==> src/rtl/ps2_cmd_sequencer.sv <==
`timescale 1ns/1ps
// PS/2 host command sequencer: sends a command byte plus an optional argument,
// checks each ACK/RESEND response, retries, times out and reports one status.
//
//   state    | meaning
//   ---------+----------------------------------------------------
//   IDLE     | ready for a command, cmd_ready high
//   LOAD     | present current byte on tx_data, clear retry count
//   START    | wait for transmitter idle, pulse tx_start
//   WAIT_TX  | wait for end of the transmitter frame
//   WAIT_RSP | wait for device response, timeout counter running
//   NEXT     | advance to the argument byte or finish
//   FIN_OK   | done + ack_ok pulse
//   FIN_ERR  | done + err pulse
module ps2_cmd_sequencer #(
  parameter int         TIMEOUT_CYCLES = 500000,
  parameter int         MAX_RETRY      = 3,
  parameter logic [7:0] ACK_BYTE       = 8'hFA,
  parameter logic [7:0] RESEND_BYTE    = 8'hFE
) (
  input  logic       clk,
  input  logic       rst_n,
  input  logic       cmd_valid,
  output logic       cmd_ready,
  input  logic [7:0] cmd_byte,
  input  logic       arg_en,
  input  logic [7:0] arg_byte,
  output logic       tx_start,
  output logic [7:0] tx_data,
  input  logic       tx_busy,
  input  logic       tx_done,
  input  logic       rx_valid,
  input  logic [7:0] rx_data,
  output logic       done,
  output logic       ack_ok,
  output logic       err,
  output logic [1:0] err_code,
  output logic [3:0] debug_state
);

  localparam int            TW        = $clog2(TIMEOUT_CYCLES + 1);
  localparam logic [TW-1:0] TMO_LOAD  = TW'(TIMEOUT_CYCLES - 1);
  localparam logic [2:0]    RETRY_MAX = 3'(MAX_RETRY);

  localparam logic [1:0] ERR_RETRY   = 2'b01;
  localparam logic [1:0] ERR_UNEXP   = 2'b10;
  localparam logic [1:0] ERR_TIMEOUT = 2'b11;

  typedef enum logic [3:0] {
    S_IDLE     = 4'd0,
    S_LOAD     = 4'd1,
    S_START    = 4'd2,
    S_WAIT_TX  = 4'd3,
    S_WAIT_RSP = 4'd4,
    S_NEXT     = 4'd5,
    S_FIN_OK   = 4'd6,
    S_FIN_ERR  = 4'd7
  } state_t;

  state_t        state, state_nx;
  logic [7:0]    cmd_q, arg_q;
  logic          arg_en_q;
  logic          capture;
  logic          idx, idx_nx;
  logic [2:0]    retry, retry_nx;
  logic [TW-1:0] tmo, tmo_nx;
  logic [1:0]    err_code_nx;
  logic [7:0]    tx_data_nx;
  logic          tx_start_nx;

  always_ff @(posedge clk or negedge rst_n) begin
    if (!rst_n) begin
      state <= S_IDLE;
    end else begin
      state <= state_nx;
    end
  end

  always_comb begin
    state_nx    = state;
    capture     = 1'b0;
    idx_nx      = idx;
    retry_nx    = retry;
    tmo_nx      = tmo;
    err_code_nx = err_code;
    tx_data_nx  = tx_data;
    tx_start_nx = 1'b0;

    case (state)
      S_IDLE: begin
        if (cmd_valid) begin
          capture     = 1'b1;
          err_code_nx = 2'b00;
          idx_nx      = 1'b0;
          state_nx    = S_LOAD;
        end
      end

      S_LOAD: begin
        tx_data_nx = idx ? arg_q : cmd_q;
        retry_nx   = 3'd0;
        state_nx   = S_START;
      end

      S_START: begin
        if (!tx_busy) begin
          tx_start_nx = 1'b1;
          state_nx    = S_WAIT_TX;
        end
      end

      S_WAIT_TX: begin
        if (tx_done) begin
          tmo_nx   = TMO_LOAD;
          state_nx = S_WAIT_RSP;
        end
      end

      S_WAIT_RSP: begin
        // A response arriving on the terminal-count cycle still counts.
        if (rx_valid) begin
          if (rx_data == ACK_BYTE) begin
            state_nx = S_NEXT;
          end else if (rx_data == RESEND_BYTE) begin
            if (retry < RETRY_MAX) begin
              retry_nx = retry + 3'd1;
              state_nx = S_START;
            end else begin
              err_code_nx = ERR_RETRY;
              state_nx    = S_FIN_ERR;
            end
          end else begin
            err_code_nx = ERR_UNEXP;
            state_nx    = S_FIN_ERR;
          end
        end else if (tmo == '0) begin
          err_code_nx = ERR_TIMEOUT;
          state_nx    = S_FIN_ERR;
        end else begin
          tmo_nx = tmo - 1'b1;
        end
      end

      S_NEXT: begin
        if (!idx && arg_en_q) begin
          idx_nx   = 1'b1;
          state_nx = S_LOAD;
        end else begin
          state_nx = S_FIN_OK;
        end
      end

      S_FIN_OK:  state_nx = S_IDLE;
      S_FIN_ERR: state_nx = S_IDLE;
      default:   state_nx = S_IDLE;
    endcase
  end

  always_ff @(posedge clk or negedge rst_n) begin
    if (!rst_n) begin
      cmd_q    <= 8'h00;
      arg_q    <= 8'h00;
      arg_en_q <= 1'b0;
      idx      <= 1'b0;
      retry    <= 3'd0;
      tmo      <= '0;
      err_code <= 2'b00;
      tx_data  <= 8'h00;
      tx_start <= 1'b0;
      done     <= 1'b0;
      ack_ok   <= 1'b0;
      err      <= 1'b0;
    end else begin
      if (capture) begin
        cmd_q    <= cmd_byte;
        arg_q    <= arg_byte;
        arg_en_q <= arg_en;
      end
      idx      <= idx_nx;
      retry    <= retry_nx;
      tmo      <= tmo_nx;
      err_code <= err_code_nx;
      tx_data  <= tx_data_nx;
      tx_start <= tx_start_nx;
      // Status pulses are registered so they coincide with the FIN_* cycle.
      done     <= (state_nx == S_FIN_OK) || (state_nx == S_FIN_ERR);
      ack_ok   <= (state_nx == S_FIN_OK);
      err      <= (state_nx == S_FIN_ERR);
    end
  end

  assign cmd_ready   = (state == S_IDLE);
  assign debug_state = state;

endmodule

==> config.mk <==
export PLATFORM = sky130hd
export DESIGN_NAME = ps2_cmd_sequencer
export DESIGN_NICKNAME = d
export VERILOG_FILES = /design/src/rtl/ps2_cmd_sequencer.sv
export SDC_FILE = /design/constraint.sdc
export NUM_CORES = 1
export LEC_CHECK = 0
export BUFFER_PORTS_ARGS = -buffer_cell sky130_fd_sc_hd__buf_2
export CAP_MARGIN = 0
export CORE_UTILIZATION = 25
export DETAILED_ROUTE_END_ITERATION = 16
export HOLD_SLACK_MARGIN = 0.08
export SETUP_SLACK_MARGIN = 0.5
export SYNTH_ARGS = -nofsm -noshare
export SYNTH_HDL_FRONTEND = slang
export SYNTH_SLANG_ARGS = --single-unit
==> constraint.sdc <==
create_clock -name clk -period 2.5 [get_ports clk]
set_input_delay 0 -clock clk [delete_from_list [all_inputs] [get_ports clk]]
set_output_delay 0 -clock clk [all_outputs]
set_load 0.01 [all_outputs]
==> impl_metrics.py, run 1 <==
metrics = {
    "timing": {
        "period_share_pct": 95.9,
        "finalCriticalPeriod_ps": 2400,
        "hold_viol_final": 0,
        "slew_headroom_pct": 54.3,
        "tightest_slew_ps": 686,
        "fmax_mhz": 417,
        "finalSetupViolations": 0,
        "tns_ps": 0,
        "fin_skew_ps": 10.1,
        "drv_slew": 0,
        "worst_slack_ps": 103,
        "timing.hold.ws_ps": 121,
        "rsz0062_at_grt": "true",
    },
    "logic_synthesis": {
        "syn-num-nets": 285,
        "yosys_warnings": 0,
        "synth.yosys.seq_area_share_pct": 52.3,
        "syn_inst": 252,
        "async_reset_ff_share_pct": 100,
        "yosysMostFrequentCell": "dfrtp_1",
        "yosys.area.top_type": "dfrtp_1",
        "synth_flop_cell": "dfrtp_1",
        "synth_commonest_cells": "dfrtp_1 (58), nor2_1 (21), a21oi_1 (17), mux2_2 (17), nand2_1 (13)",
        "syn_area_sq_mm": 0.00277,
        "synth_cell_types": 50,
        "synth_top_area_share_pct": 52.3,
        "synth_area_leaders": "dfrtp_1 (52%), mux2_2 (6.9%), mux2i_1 (4.0%), a21oi_1 (3.1%), nor2_1 (2.8%)",
        "synth-edff-count": 0,
        "syn_area_per_cell_sq_um": 11.0,
        "ys_ff_latch": 58,
    },
    "drt": {
        "vias": 2282,
        "highest_layer": "met4",
        "first_pass_iters": 4,
        "post_drt_wl_per_cell_microns": 13.2,
        "ant_nets": 0,
        "met3_length_microns": 146,
        "totalWireLength_microns": 6520,
        "drtIter0Drc": 113,
        "drc": 0,
        "met2WireLength_microns": 3270,
        "wl_met1_microns": 2930,
        "avgViaCountPerCell": 4.62,
    },
    "critical_path": {
        "setup.worst_path.start_class": "flip-flop",
        "cp.buffers_inverters": 0,
        "worst_ep_arrival_time_ps": 2600,
        "crit_family": "simple AND/OR/NAND/NOR gates",
        "path_class": "flip-flop to flip-flop",
        "crit_chain": "or4_4 -> or3_4 -> o41a_4 -> nand4_1 -> or3_1 -> nand3_1",
        "cp_data_required_time_ps": 2700,
        "crit_path_end_kind": "flip-flop",
        "crit_fanout": 6,
        "cpPeakStageDelay_ps": 520,
        "cp_slowest_cell": "or4_4",
    },
    "floorplan": {
        "rows": 38,
        "pin_count": 50,
        "start_util_pct": 25.6,
        "die_y_microns": 107,
        "coreArea_sq_mm": 0.0108,
        "dieArea_sq_mm": 0.0115,
        "die_w_microns": 107,
    },
    "pwr": {
        "p_clk_share_pct": 27.1,
        "switchingPower_mw": 1.18,
        "switching_share_pct": 33.4,
        "power_frac_seq_pct": 40.9,
        "p_per_area_mw_per_mm2": 919,
        "leakagePower_nw": 1.71,
        "p_comb_share_pct": 32.0,
        "ir_drop_v": 0.000421,
        "p_int_mw": 2.35,
    },
    "placement": {
        "gp_congestion": 0.779,
        "place_hpwl_microns": 4280,
        "place_ws_ps": 45.6,
        "place_area_sq_mm": 0.00324,
        "portBuffers": 49,
    },
    "clock_tree": {
        "insertion_delay_ps": 340,
        "numCtsBuffers": 9,
        "cts.sinks": 58,
        "htreeDepth": 3,
        "root_buffer": "clkbuf_8",
        "clk_pin_slew_ps": 70,
        "clockBufferDepth": 2,
        "cts_tree": "done",
    },
    "global_routing": {
        "overflow": 0,
        "grt_max_degree": 59,
        "grt_usage_pct": 12.2,
        "grt_antenna_before_repair": 0,
        "grt_pass1_wl_microns": 10900,
        "grt_pass1_vias": 2340,
    },
    "finish": {
        "syn2layout_area_growth_pct": 38.7,
        "final_util_pct": 35.5,
        "fin_area_sq_mm": 0.00385,
        "final_nets": 382,
        "drive_gt1_share_pct": 38.4,
        "diodes": 0,
        "fillerInstances": 1111,
    },
    "hold_path": {
        "holdCritPathClass": "primary input to flip-flop",
    },
    "outcome": {
        "status": "finished, final reports clean",
    },
    "run": {
        "drv_cap": 0,
    },
}
==> stage by stage <==
stage	instances	power, mW
detailed placement	443	2.42
finish	494	3.53
floorplan	252	2.06
global route	494	3.73
CTS	491	3.51
global placement	443	2.38
==> layout make-up <==
type | instances | area (sq um) | share of cell area [%]
clock buffers | 9 | 124 | 3.22
inverters | 7 | 26.3 | 0.683
repair buffers | 96 | 668 | 17.4
well taps | 140 | 175 | 4.55
multi-input cells | 177 | 1310 | 34.0
clock inverters | 7 | 93.8 | 2.44
flip-flops and latches | 58 | 1450 | 37.7
==> what timing repair did <==
action / 4_1_cts / 5_1_grt
resized for setup: 6 / 8
pin swaps: 8 / 4
endpoints found under the hold margin: 79 / 0
buffers inserted: 8 / 3
setup endpoints to repair: 22 / 25
gates cloned: 1 / 0
hold buffers: 23 / 0
==> power groups by stage <==
stage / Combinational [mW] / Clock [mW] / Sequential, mW
after floorplan: 0.612 / 0 / 1.45
after global placement: 0.937 / 0 / 1.45
after detailed placement: 0.969 / 0 / 1.46
after CTS: 1.08 / 0.982 / 1.44
after global routing: 1.24 / 1.01 / 1.48
final: 1.13 / 0.958 / 1.44
==> worst paths after layout <==
check | start | endpoint | slack [ps] | cells past startpoint
max | tmo[15]$_DFFE_PN0P_ | tmo[15]$_DFFE_PN0P_ | 100 | 6
min | rx_data[0] | debug_state[2]$_DFF_PN0_ | 120 | 5
max reg2reg | tmo[15]$_DFFE_PN0P_ | tmo[15]$_DFFE_PN0P_ | 100 | 6
min reg2reg | arg_q[1]$_DFFE_PN0P_ | arg_q[1]$_DFFE_PN0P_ | 510 | 1
max in group asynchronous | rst_n | tmo[2]$_DFFE_PN0P_ | 2020 | 3
min in group asynchronous | rst_n | ack_ok$_DFF_PN0_ | 190 | 3
==> routing by layer <==
layer,up-vias,GRT usage [%]
li1,1109,-
met1,1114,14.7
met2,44,20.2
met3,15,2.06
met4,0,7.63
met5,-,0
==> worst register-to-register path, delay by kind of cell, from the launching register on <==
| family | cells | cell delay [ps] |
|---|---|---|
| DFF | 1 | 400 |
| AOI/OAI and AO/OA | 1 | 520 |
| and+or+nand+nor | 5 | 1330 |
==> flip-flops by register name, indices dropped and copies added, names as in the netlist <==
register and count:
tmo 19, arg_q 8, cmd_q 8, tx_data 8
debug_state 4, retry 3, err_code 2, ack_ok 1
arg_en_q 1, done 1, err 1, idx 1
tx_start 1
==> cells in the final DEF (no fill, tap or decap), types with 4 or more instances in the layout <==
cell,n
buf_4,23
a31oi_1,4
clkbuf_8,9
mux2_2,17
o31ai_1,4
dlygate4sd3_1,23
nand4_1,5
nand2_1,12
dfrtp_1,58
o21ai_0,8
nor3_1,6
buf_2,49
or3_1,4
inv_1,7
nand3_1,10
mux2i_1,11
xor2_1,4
nor2_1,21
a21oi_1,16
==> logic make-up after synthesis <==
| group | count (synthesis) | share of synthesized area (%) |
|---|---|---|
| other | 1 | 0.135 |
| buffers and inverters | 18 | 3.20 |
| adder cells (fa/ha/maj) | 2 | 0.902 |
| multiplexers | 28 | 10.9 |
| flip-flops | 58 | 52.3 |
| AO/OA/AOI/OAI | 45 | 10.7 |
| AND/OR/NAND/NOR | 95 | 20.2 |
| XOR/XNOR | 5 | 1.58 |
(Power assumes the default switching activity.)
==> inputs of run 2 (changes only) <==
- CORE_UTILIZATION: 25 -> 35
==> impl_metrics.py, run 2 (synthesis results as in run 1) <==
metrics = {
    "outcome": {
        "status": "finished, final reports clean",
    },
    "critical_path": {
        "crit_path_end_kind": "flip-flop",
        "cp_data_required_time_ps": 2690,
        "crit_family": "simple AND/OR/NAND/NOR gates",
        "cp.buffers_inverters": 0,
        "crit_chain": "or4_4 -> or3_4 -> o41a_4 -> nand4_1 -> or4_2 -> nand3_1",
        "rrSetupSlack_ps": 60,
        "cpPeakStageDelay_ps": 540,
        "setup.worst_path.start_class": "flip-flop",
        "cp_slowest_cell": "o41a_4",
        "worst_ep_arrival_time_ps": 2630,
        "crit_fanout": 6,
        "path_class": "flip-flop to flip-flop",
    },
    "timing": {
        "fmax_mhz": 410,
        "tns_ps": 0,
        "drv_slew": 0,
        "slew_headroom_pct": 45.1,
        "finalSetupViolations": 0,
        "tightest_slew_ps": 823,
        "rsz0062_at_grt": "true",
        "finalCriticalPeriod_ps": 2440,
        "period_share_pct": 97.6,
        "hold_viol_final": 0,
        "fin_skew_ps": 5.96,
        "timing.hold.ws_ps": 111,
        "worst_slack_ps": 59.7,
    },
    "clock_tree": {
        "root_buffer": "clkbuf_8",
        "insertion_delay_ps": 330,
        "htreeDepth": 3,
        "clockBufferDepth": 2,
        "cts.sinks": 58,
        "numCtsBuffers": 9,
        "clk_pin_slew_ps": 70,
        "cts_tree": "done",
    },
    "finish": {
        "fin_area_sq_mm": 0.00389,
        "largest_register_ffs": 19,
        "syn2layout_area_growth_pct": 40.3,
        "final_util_pct": 50.6,
        "final_nets": 387,
        "top_register": "tmo",
        "drive_gt1_share_pct": 42.1,
        "layout_commonest_cell": "dfrtp_1",
        "diodes": 0,
        "final_cell_mix": "dfrtp_1 (58), buf_2 (49), buf_4 (25)",
    },
    "pwr": {
        "switchingPower_mw": 1.24,
        "power_frac_seq_pct": 40.0,
        "switching_share_pct": 34.4,
        "ir_drop_v": 0.000510,
        "p_comb_share_pct": 37.3,
        "p_per_area_mw_per_mm2": 928,
        "p_clk_share_pct": 22.7,
        "p_int_mw": 2.37,
        "leakagePower_nw": 1.75,
    },
    "placement": {
        "place_area_sq_mm": 0.00319,
        "portBuffers": 49,
        "gp_congestion": 0.802,
        "place_ws_ps": 21.8,
        "place_hpwl_microns": 4010,
    },
    "drt": {
        "drc": 0,
        "post_drt_wl_per_cell_microns": 13.6,
        "vias": 2310,
        "avgViaCountPerCell": 5.01,
        "ant_nets": 0,
        "first_pass_iters": 6,
        "drtIter0Drc": 127,
        "totalWireLength_microns": 6260,
    },
    "floorplan": {
        "rows": 32,
        "dieArea_sq_mm": 0.00828,
        "coreArea_sq_mm": 0.00769,
        "die_w_microns": 91.0,
        "die_y_microns": 91.0,
        "pin_count": 50,
        "start_util_pct": 36.1,
    },
    "global_routing": {
        "grt_pass1_vias": 2250,
        "grt_pass1_wl_microns": 10100,
        "grt_usage_pct": 15.4,
        "grt_antenna_before_repair": 0,
        "overflow": 0,
        "grt_max_degree": 38,
    },
    "hold_path": {
        "holdCritPathClass": "primary input to flip-flop",
    },
    "run": {
        "drv_cap": 0,
    },
}
[run 2: changes by cell type in the layout (fill, tap and decap cells not counted), moves of 2 or more]
cell,before,now
a21oi_1,16,11
a21oi_2,1,6
and3_4,0,2
buf_4,23,25
buf_6,0,5
clkinv_2,2,4
nand3_1,10,8
nand3_2,1,3
o21ai_2,1,3
or3_2,3,1
or3_4,2,5
[run 2: worst paths after layout]
path                                            from                  endpoint  cells after the start
worst max-delay path              tmo[6]$_DFFE_PN0P_       tmo[17]$_DFFE_PN0P_                      6
worst min-delay path                        rx_valid  debug_state[1]$_DFF_PN0_                      3
worst max register to register    tmo[6]$_DFFE_PN0P_       tmo[17]$_DFFE_PN0P_                      6
worst min register to register  cmd_q[1]$_DFFE_PN0P_      cmd_q[1]$_DFFE_PN0P_                      1
max in group asynchronous                      rst_n      retry[1]$_DFFE_PN0P_                      3
min in group asynchronous                      rst_n        tx_start$_DFF_PN0_                      2
[run 2: metrics by stage]
stage / power [mW] / instances
3_5_place_dp: 2.37 / 406
2_1_floorplan: 2.06 / 252
6_report: 3.61 / 461
3_3_place_gp: 2.35 / 406
4_1_cts: 3.48 / 458
5_1_grt: 3.83 / 461
[run 2: power by group through the flow]
stage / Sequential (mW) / Combinational, mW / Clock, mW
2_1_floorplan: 1.45 / 0.612 / 0
3_3_place_gp: 1.44 / 0.911 / 0
6_report: 1.44 / 1.35 / 0.821
4_1_cts: 1.42 / 1.21 / 0.844
5_1_grt: 1.48 / 1.46 / 0.892
3_5_place_dp: 1.45 / 0.928 / 0
[run 2: cell type report]
class / instances / area, sq um
clock buffer: 10 / 128
clock inverter: 6 / 57.6
fill: 708 / 3800
inverter: 7 / 26.3
multi-input combinational: 177 / 1390
sequential: 58 / 1450
tap: 102 / 128
timing repair buffer: 101 / 709
[run 2: what timing repair did]
| item | CTS | global route |
|---|---|---|
| setup endpoints to repair | 23 | 24 |
| setup buffers | 13 | 3 |
| pin swaps | 19 | 15 |
| hold buffers | 22 | 0 |
| gates resized for setup | 18 | 19 |
| hold endpoints to repair | 55 | 0 |
| gates cloned | 1 | 0 |
[run 2: per-layer routing]
layer / track usage (%) / vias to the layer above / routed length, microns / part of all wire, %
met2: 24.7 / 60 / 2950 / 47
li1: - / 1124 / - / -
met4: 6.61 / 0 / 128 / 2.0
met3: 4.69 / 13 / 309 / 4.9
met1: 19.3 / 1113 / 2880 / 46
met5: 0 / - / 0 / 0
[run 2: tightest hold or removal path: stages]
cell and delay (ps):
buf_2 150, o31ai_1 160, nand2_1 90
